$ cat src/rtl/div_unit_if.sv
// Request/response bundle between EX decode and the iterative divider.
// Master drives the operands and control; the divider (slave) returns stall, busy, done and result.
interface div_unit_if #(
    parameter int WIDTH = 32
);
    logic                 start;
    logic                 sign;
    logic [WIDTH-1:0]     a;
    logic [WIDTH-1:0]     b;
    logic                 cancel;
    logic                 stall;
    logic                 busy;
    logic                 done;
    logic [2*WIDTH-1:0]   result;

    modport master (
        output start, sign, a, b, cancel,
        input  stall, busy, done, result
    );

    modport slave (
        input  start, sign, a, b, cancel,
        output stall, busy, done, result
    );
endinterface

$ cat src/rtl/div_unit.sv
// Iterative radix-2 restoring divider for MIPS DIV/DIVU; result = {remainder, quotient}.
// Optional DIV_ZERO_FAST_EN: a zero divisor finishes in one cycle with the same result value.
//
// state | meaning
// IDLE  | waiting for start; stall asserted combinationally on an accepted start
// RUN   | one restoring step per cycle, WIDTH steps total
// DONE  | one-cycle done pulse, result valid, pipeline released
module div_unit #(
    parameter int WIDTH = 32
) (
    input  logic        i_clk,
    input  logic        i_rst_n,
    div_unit_if.slave   bus
);
    localparam int CW = $clog2(WIDTH + 1);

    typedef enum logic [1:0] {
        IDLE = 2'd0,
        RUN  = 2'd1,
        DONE = 2'd2
    } state_t;

    state_t               r_state;
    state_t               w_state_nxt;
    logic [CW-1:0]        r_count;
    logic [WIDTH-1:0]     r_rem;
    logic [WIDTH-1:0]     r_quo;
    logic [WIDTH-1:0]     r_div;
    logic                 r_negq;
    logic                 r_negr;
    logic [2*WIDTH-1:0]   r_result;

    logic                 w_accept;
    logic                 w_last;
    logic                 w_a_neg;
    logic                 w_b_neg;
    logic [WIDTH-1:0]     w_a_abs;
    logic [WIDTH-1:0]     w_b_abs;
    logic [WIDTH:0]       w_shift;
    logic                 w_qbit;
    logic [WIDTH-1:0]     w_rem_nxt;
    logic [WIDTH-1:0]     w_quo_nxt;
    logic [WIDTH-1:0]     w_rem_fix;
    logic [WIDTH-1:0]     w_quo_fix;

    assign w_accept = (r_state == IDLE) && bus.start && !bus.cancel;
    assign w_last   = (r_count == CW'(WIDTH - 1));
    assign w_a_neg  = bus.sign && bus.a[WIDTH-1];
    assign w_b_neg  = bus.sign && bus.b[WIDTH-1];
    assign w_a_abs  = w_a_neg ? (~bus.a + 1'b1) : bus.a;
    assign w_b_abs  = w_b_neg ? (~bus.b + 1'b1) : bus.b;

    // Partial remainder stays below the divisor, so the WIDTH-bit subtract cannot wrap;
    // with a zero divisor every step subtracts nothing and the dividend shifts into r_rem.
    assign w_shift   = {r_rem, r_quo[WIDTH-1]};
    assign w_qbit    = (w_shift >= {1'b0, r_div});
    assign w_rem_nxt = w_qbit ? (w_shift[WIDTH-1:0] - r_div) : w_shift[WIDTH-1:0];
    assign w_quo_nxt = {r_quo[WIDTH-2:0], w_qbit};
    assign w_rem_fix = r_negr ? (~w_rem_nxt + 1'b1) : w_rem_nxt;
    assign w_quo_fix = r_negq ? (~w_quo_nxt + 1'b1) : w_quo_nxt;

    assign bus.stall  = w_accept || (r_state == RUN);
    assign bus.busy   = (r_state == RUN);
    assign bus.done   = (r_state == DONE);
    assign bus.result = r_result;

    always_ff @(posedge i_clk or negedge i_rst_n) begin
        if (!i_rst_n) begin
            r_state <= IDLE;
        end else begin
            r_state <= w_state_nxt;
        end
    end

    always_comb begin
        w_state_nxt = r_state;
        case (r_state)
            IDLE: begin
                if (w_accept) begin
`ifdef DIV_ZERO_FAST_EN
                    w_state_nxt = (bus.b == '0) ? DONE : RUN;
`else
                    w_state_nxt = RUN;
`endif
                end
            end
            RUN: begin
                if (bus.cancel) begin
                    w_state_nxt = IDLE;
                end else if (w_last) begin
                    w_state_nxt = DONE;
                end
            end
            DONE:    w_state_nxt = IDLE;
            default: w_state_nxt = IDLE;
        endcase
    end

    always_ff @(posedge i_clk or negedge i_rst_n) begin
        if (!i_rst_n) begin
            r_count  <= '0;
            r_rem    <= '0;
            r_quo    <= '0;
            r_div    <= '0;
            r_negq   <= 1'b0;
            r_negr   <= 1'b0;
            r_result <= '0;
        end else begin
            case (r_state)
                IDLE: begin
                    if (w_accept) begin
                        r_count <= '0;
                        r_rem   <= '0;
                        r_quo   <= w_a_abs;
                        r_div   <= w_b_abs;
                        r_negq  <= w_a_neg ^ w_b_neg;
                        r_negr  <= w_a_neg;
`ifdef DIV_ZERO_FAST_EN
                        // Same value the full iteration would produce after sign fix-up.
                        if (bus.b == '0) begin
                            r_result <= {bus.a, (w_a_neg ? WIDTH'(1) : {WIDTH{1'b1}})};
                        end
`endif
                    end
                end
                RUN: begin
                    if (!bus.cancel) begin
                        r_rem   <= w_rem_nxt;
                        r_quo   <= w_quo_nxt;
                        r_count <= r_count + 1'b1;
                        if (w_last) begin
                            r_result <= {w_rem_fix, w_quo_fix};
                        end
                    end
                end
                default: ;
            endcase
        end
    end
endmodule

$ cat src/flat_wrapper.sv
// flat-port wrapper written by rule: the top's interface ports become plain ports
module div_unit_flat 
#(
    parameter int WIDTH = 32
)
  (i_clk, i_rst_n, bus_start, bus_sign, bus_a, bus_b, bus_cancel, bus_stall, bus_busy, bus_done, bus_result);
  div_unit_if #(.WIDTH(WIDTH)) bus_i ();
  input  logic i_clk;
  input  logic i_rst_n;
  input wire logic [$bits(bus_i.start)-1:0] bus_start;
  input wire logic [$bits(bus_i.sign)-1:0] bus_sign;
  input wire logic [$bits(bus_i.a)-1:0] bus_a;
  input wire logic [$bits(bus_i.b)-1:0] bus_b;
  input wire logic [$bits(bus_i.cancel)-1:0] bus_cancel;
  output wire logic [$bits(bus_i.stall)-1:0] bus_stall;
  output wire logic [$bits(bus_i.busy)-1:0] bus_busy;
  output wire logic [$bits(bus_i.done)-1:0] bus_done;
  output wire logic [$bits(bus_i.result)-1:0] bus_result;
  assign bus_i.start = bus_start;
  assign bus_i.sign = bus_sign;
  assign bus_i.a = bus_a;
  assign bus_i.b = bus_b;
  assign bus_i.cancel = bus_cancel;
  assign bus_stall = bus_i.stall;
  assign bus_busy = bus_i.busy;
  assign bus_done = bus_i.done;
  assign bus_result = bus_i.result;
  div_unit #(.WIDTH(WIDTH)) u_core (.i_clk(i_clk), .i_rst_n(i_rst_n), .bus(bus_i));
endmodule
$ cat config.mk
export PLATFORM = sky130hd
export DESIGN_NAME = div_unit_flat
export DESIGN_NICKNAME = d
export VERILOG_FILES = /design/src/rtl/div_unit_if.sv /design/src/rtl/div_unit.sv /design/src/flat_wrapper.sv
export SDC_FILE = /design/constraint.sdc
export NUM_CORES = 1
export LEC_CHECK = 0
export ABC_AREA = 1
export CAP_MARGIN = 40
export CORE_MARGIN = 1.5
export CORE_UTILIZATION = 58
export DETAILED_ROUTE_END_ITERATION = 8
export PLACE_DENSITY = 0.85
export SYNTH_ARGS = -nofsm -noshare
export SYNTH_HDL_FRONTEND = slang
export SYNTH_SLANG_ARGS = --single-unit
$ cat constraint.sdc
create_clock -name i_clk -period 3.9 [get_ports i_clk]
set_input_delay 0.585 -clock i_clk [delete_from_list [all_inputs] [get_ports i_clk]]
set_output_delay 0.585 -clock i_clk [all_outputs]
set_load 0.03 [all_outputs]
==> results of run 1 <==
## timing repair
action	in CTS	in global routing
gates resized for setup	1	54
buffers inserted	0	6
pin swaps	0	11
cloned	0	0
endpoints found under the setup margin	2	8
## cell usage after synthesis (all sizes together)
library cell,n
o21bai,7
nor3,35
xor2,76
a31oi,8
nand3b,1
o221ai,2
and2,2
buf,14
or2,6
o22ai,13
o211ai,17
o31ai,8
a41oi,1
nor4,7
a22oi,3
nor3b,1
nand3,118
o21ai,199
nand2,571
o21a,2
a21o,1
dfrtp,170
inv,249
fa,1
clkbuf,46
nand4,20
xnor2,13
nand2b,1
a21oi,72
clkinv,3
ha,37
nor2,177
## logic make-up after synthesis
| kind of cell | count (synthesis) | synth area share, % |
|---|---|---|
| fa+ha+maj | 38 | 3.86 |
| simple gates | 939 | 31.5 |
| flops | 170 | 34.0 |
| compound gates | 333 | 14.6 |
| buf+inv | 312 | 9.75 |
| xor+xnor | 89 | 6.24 |
## through the flow
stage	area, um^2	setup slack (ns)	std cells
floorplan	12500	0.293	1881
global placement	14200	0.122	2260
detailed placement	14200	0.00455	2260
CTS	14700	0.0105	2291
global route	15100	-0.142	2297
finish	15100	0.0570	2297
## final timing paths
path                                       start                     to
max                             u_core.r_div[24]  u_core.bus.result[30]
min                                      i_rst_n        u_core.r_div[6]
max reg2reg                     u_core.r_div[24]  u_core.bus.result[30]
min reg2reg                u_core.bus.result[62]  u_core.bus.result[62]
max in group asynchronous                i_rst_n       u_core.r_div[29]
min in group i_clk         u_core.bus.result[62]  u_core.bus.result[62]
## per-layer routing
| metal | part of all wire, % | track usage [%] | wire, um |
|---|---|---|---|
| met5 | 0.025 | 0 | 10 |
| met4 | 4.4 | 16.3 | 1810 |
| met3 | 8.8 | 8.26 | 3580 |
| met2 | 45 | 57.2 | 18200 |
| met1 | 42 | 49.3 | 17100 |
## area by class of cell
cell class,count,area (um^2)
inverter,252,948
sequential,170,4260
timing repair buffer,170,1640
clock inverter,12,116
fill,1812,6020
tap,275,344
multi-input combinational,1399,7320
clock buffer,19,443
## where the power goes
part / total, W / internal, W / switching [W]
logic: 0.00851 / 0.00268 / 0.00583
registers: 0.00251 / 0.00212 / 0.000389
clock network: 0.00168 / 0.000902 / 0.000774
total: 0.0127 / 0.00570 / 0.00699
## critical path, cell delays in order, from the launching register on
cell     delay (ns)
dfrtp_1        0.39
inv_1          0.08
ha_2           0.32
nand2_1        0.11
nand2_1        0.10
nor2_1         0.14
nand2_1        0.08
nand2_1        0.07
nand2_2        0.09
nor2_8         0.12
nand2_8        0.07
inv_4          0.05
ha_1           0.13
inv_1          0.06
nor3_2         0.22
nand3_1        0.16
nor3_2         0.26
nand3_2        0.16
nor3_4         0.22
nand3_2        0.13
nand2_2        0.12
o21ai_4        0.10
nor2_4         0.16
nand2_1        0.08
xor2_1         0.15
o21ai_0        0.09
## flip-flops by register name, indices dropped and copies added, names as in the netlist
signal             flops
u_core.bus.result     64
u_core.r_count         6
u_core.r_div          32
u_core.r_negq          1
u_core.r_negr          1
u_core.r_quo          32
u_core.r_rem          32
u_core.r_state         2
==> flow_summary_export.csv, run 1 <==
group,metric,value,unit
floorplanning,num_io_pins,136,
floorplanning,rows,53,
detailed_routing,via_per_inst,5.76,
global_route,antenna_found_initial,1,
run_status,outcome,"finished, final reports clean",
logic_synthesis,avgSynthCellArea,6.64,um^2
sta,setup_violations,0,
cells_and_area,fin_util,71.5,%
detailed_routing,wl_per_cell,17.7,um
floorplanning,die-area,22400,um^2
worst_setup_path,criticalPathCategory,"register to register",
worst_setup_path,start_kind,"register",
cells_and_area,drive_above_1_share,8.36,%
cells_and_area,antennaDiodeCount,0,
cells_and_area,final_common_cell,"nand2_1",
worst_setup_path,reg2reg_depth,25,
logic_synthesis,synth_cell_types,48,
detailed_routing,firstDrtPassIters,7,
run,maxCapViolations,0,
detailed_routing,ant_nets,0,
sta,finClkSkew,0.0130,ns
clock_network,cts_buffers,17,
sta,worstMarginPinSlew,0.865,ns
worst_setup_path,cp.required,4.18,ns
clock_network,cts.path.max_buffers,2,
sta,post-route-period-util,98.5,%
placement,routabilityCongestion,1.03,
sta,fmax,260,MHz
logic_synthesis,ys_ff_latch,170,
detailed_routing,drc,0,
logic_synthesis,synth_area_leaders,"dfrtp_1 (34%), nand2_1 (17%), inv_1 (7.2%)",
clock_network,clock_sinks,170,
clock_network,hold_buffers,0,
cells_and_area,syn_to_final_growth,20.6,%
worst_setup_path,worst-r2r-setup-slack,0.06,ns
clock_network,root_buffer,"clkbuf_16",
clock_network,cts-htree-levels,4,
power,p_leak,7.43,nW
detailed_routing,drt_wl_total,40.7,mm
worst_setup_path,crit_arrival,4.12,ns
sta,whs,0.138,ns
clock_network,cts_tree,"done",
global_route,grt_max_degree,101,
logic_synthesis,syn_inst,1881,
sta,fin_setup_tns,0,ns
sta,slew_headroom,42.4,%
floorplanning,chipHeight,150,um
global_route,grt-ovfl-total,0,
clock_network,clk_latency,0.44,ns
sta,hold_viol,0,
cells_and_area,nets,2117,
global_route,track_usage,36.9,%
detailed_routing,drtIter0Drc,1364,
power,cellPowerDensity,843,nW/um^2
sta,slew_viol_final,0,
worst_setup_path,path_max_fanout,5,
logic_synthesis,synth_top_cell_by_area,"dfrtp_1",
global_route,grt_pass1_wl,63.9,mm
floorplanning,core_area,21100,um^2
power,finalPower,0.0127,W
cells_and_area,layout_common_cells,"nand2_1 (547), inv_1 (237), o21ai_0 (179)",
min_path,hold_class,"input pin to async pin",
clock_network,clkTransAtPathRegs,0.07,ns
worst_setup_path,end_kind,"register",
logic_synthesis,syn_area,12500,um^2
global_route,grt_pass1_vias,12200,
floorplanning,fp.dieW,150,um
sta,timing.final.crit_period,3.84,ns
placement,port_buffers,135,
logic_synthesis,synth_nets,1988,
logic_synthesis,yosys_warnings,0,
placement,hpwl,31.1,mm
logic_synthesis,yosysTopAreaCellShare,34.0,%
power,ir_drop,0.515,mV
logic_synthesis,yosysSeqAreaShare,34.0,%
floorplanning,initial_core_util,59.3,%
detailed_routing,num_vias,13200,
Power figures use the tool's default switching activity.
==> run 2: changes to the inputs <==
- SLEW_MARGIN: not set -> 40
==> run 2 against run 1 <==
Net effect:
- highest routed layer unchanged
- final cell count unchanged
- worst setup slack worse by 0.0036 ns
- sequential power about the same
- critical endpoint unchanged
- register-to-register slack about the same
- sequential share of layout area about the same
==> flow_summary_export.csv, run 2 (same netlist as run 1, synthesis figures left out) <==
group,metric,value,unit
cells_and_area,antennaDiodeCount,0,
sta,whs,0.138,ns
run_status,outcome,"finished, final reports clean",
power,cellPowerDensity,842,nW/um^2
cells_and_area,final_common_cell,"nand2_1",
power,p_sw_share,55.1,%
power,internal_power,0.00569,W
worst_setup_path,cpMostUsedCell,"nand2_1",
floorplanning,initial_core_util,59.3,%
detailed_routing,drtIter0Drc,1312,
detailed_routing,num_vias,13200,
worst_setup_path,path_max_fanout,5,
clock_network,cts_buffers,17,
global_route,grt_pass1_wl,63.9,mm
floorplanning,fp.dieW,150,um
sta,finClkSkew,0.0109,ns
detailed_routing,firstDrtPassIters,5,
floorplanning,core_area,21100,um^2
clock_network,clock_sinks,170,
detailed_routing,wl_per_cell,17.7,um
worst_setup_path,start_kind,"register",
worst_setup_path,end_kind,"register",
cells_and_area,largest_register_ffs,64,
floorplanning,die-area,22400,um^2
sta,slew_headroom,45.8,%
power,net-switching-power,0.00698,W
clock_network,hold_buffers,0,
power,p_leak,7.43,nW
worst_setup_path,reg2reg_to,"u_core.bus.result[30]",
cells_and_area,fin_util,71.4,%
global_route,grt-ovfl-total,0,
sta,slew_viol_final,0,
global_route,grt_pass1_vias,12200,
power,clockPowerShare,13.2,%
sta,fmax,260,MHz
run,maxCapViolations,0,
cells_and_area,layout_common_cells,"nand2_1 (547), inv_1 (238), o21ai_0 (178)",
worst_setup_path,reg2reg_depth,25,
sta,post-route-period-util,98.6,%
floorplanning,chipHeight,150,um
clock_network,cts.path.max_buffers,2,
worst_setup_path,r2r-start,"u_core.r_div[24]",
power,power_frac_comb,67.0,%
detailed_routing,drt_wl_total,40.7,mm
placement,routabilityCongestion,1.03,
worst_setup_path,critical-path-top-delay-family,"simple AND/OR/NAND/NOR gates",
clock_network,cts-htree-levels,4,
detailed_routing,ant_nets,0,
sta,hold_viol,0,
placement,port_buffers,135,
clock_network,cts_tree,"done",
detailed_routing,via_per_inst,5.75,
clock_network,clk_latency,0.44,ns
worst_setup_path,cp.required,4.19,ns
clock_network,root_buffer,"clkbuf_16",
floorplanning,rows,53,
sta,timing.final.crit_period,3.85,ns
cells_and_area,drive_above_1_share,8.26,%
placement,dpl_cell_area,14200,um^2
worst_setup_path,crit_slowest_cell,"dfrtp_1",
worst_setup_path,criticalPathCategory,"register to register",
cells_and_area,nets,2117,
worst_setup_path,crit_arrival,4.14,ns
sta,worstMarginPinSlew,0.812,ns
cells_and_area,syn_to_final_growth,20.5,%
floorplanning,num_io_pins,136,
global_route,track_usage,36.9,%
detailed_routing,drc,0,
global_route,antenna_found_initial,1,
worst_setup_path,path_buf_inv,3,
worst_setup_path,worst-r2r-setup-slack,0.05,ns
power,pwr-share-seq,19.8,%
power,ir_drop,0.514,mV
global_route,grt_max_degree,101,
worst_setup_path,cpPeakStageDelay,0.39,ns
min_path,hold_class,"input pin to async pin",
clock_network,clkTransAtPathRegs,0.07,ns
placement,hpwl,31.1,mm
cells_and_area,final_cell_area,15100,um^2
sta,setup_violations,0,
run 2: cell counts in the layout (fill, tap and decap cells not counted):
Identical to the previous run, type by type.
run 2: layout make-up:
class	count	area, um^2
Clock buffer	19	443
Clock inverter	12	116
Fill cell	1814	6040
Inverter	252	948
Multi-Input combinational cell	1399	7300
Sequential cell	170	4260
Tap cell	275	344
Timing Repair Buffer	170	1640
run 2: worst register-to-register path: cells and delay by family (launching register included):
| kind | cells | cell delay [ns] |
|---|---|---|
| adder cells (fa/ha/maj) | 2 | 0.45 |
| flip-flops | 1 | 0.39 |
| AO/OA/AOI/OAI | 2 | 0.17 |
| XOR/XNOR | 1 | 0.16 |
| AND/OR/NAND/NOR | 17 | 2.34 |
| buffers and inverters | 3 | 0.20 |
run 2: worst max path at each step:
| stage | start | endpoint | cells after the start |
|---|---|---|---|
| floorplan | u_core.r_rem[21] | u_core.bus.result[28] | 27 |
| global placement | u_core.r_rem[18] | u_core.bus.result[28] | 26 |
| detailed placement | u_core.r_div[20] | u_core.bus.result[30] | 25 |
| CTS | u_core.r_div[12] | u_core.bus.result[30] | 25 |
| global route | u_core.r_div[12] | u_core.bus.result[28] | 25 |
| finish | u_core.r_div[24] | u_core.bus.result[30] | 25 |
run 2: per-stage QoR:
step / setup TNS (ns) / power (W) / setup slack [ns] / cells
final: 0 / 0.0127 / 0.0534 / 2297
after global routing: -0.349 / 0.0136 / -0.143 / 2297
after CTS: 0 / 0.0121 / 0.0105 / 2291
after detailed placement: 0 / 0.0104 / 0.00455 / 2260
after global placement: 0 / 0.0103 / 0.122 / 2260
after floorplan: 0 / 0.00794 / 0.293 / 1881
run 2: what timing repair did:
| item | 4_1_cts | 5_1_grt |
|---|---|---|
| pin swaps | 0 | 11 |
| resized for setup | 1 | 52 |
| endpoints found under the setup margin | 2 | 8 |
| buffers inserted | 0 | 6 |
run 2: layer usage:
metal / up-vias / part of all wire (%) / GRT usage (%)
met5: - / 0.025 / 0
met4: 2 / 4.7 / 16.3
met3: 120 / 8.6 / 8.26
met2: 648 / 44 / 57.2
met1: 6156 / 42 / 49.3
li1: 6289 / - / -
run 2: power by group through the flow:
stage	logic, W	clock network, W	registers, W
after floorplan	0.00553	0	0.00241
after global placement	0.00786	0	0.00247
after detailed placement	0.00794	0	0.00248
after CTS	0.00799	0.00167	0.00246
after global routing	0.00928	0.00175	0.00254
final	0.00849	0.00168	0.00251
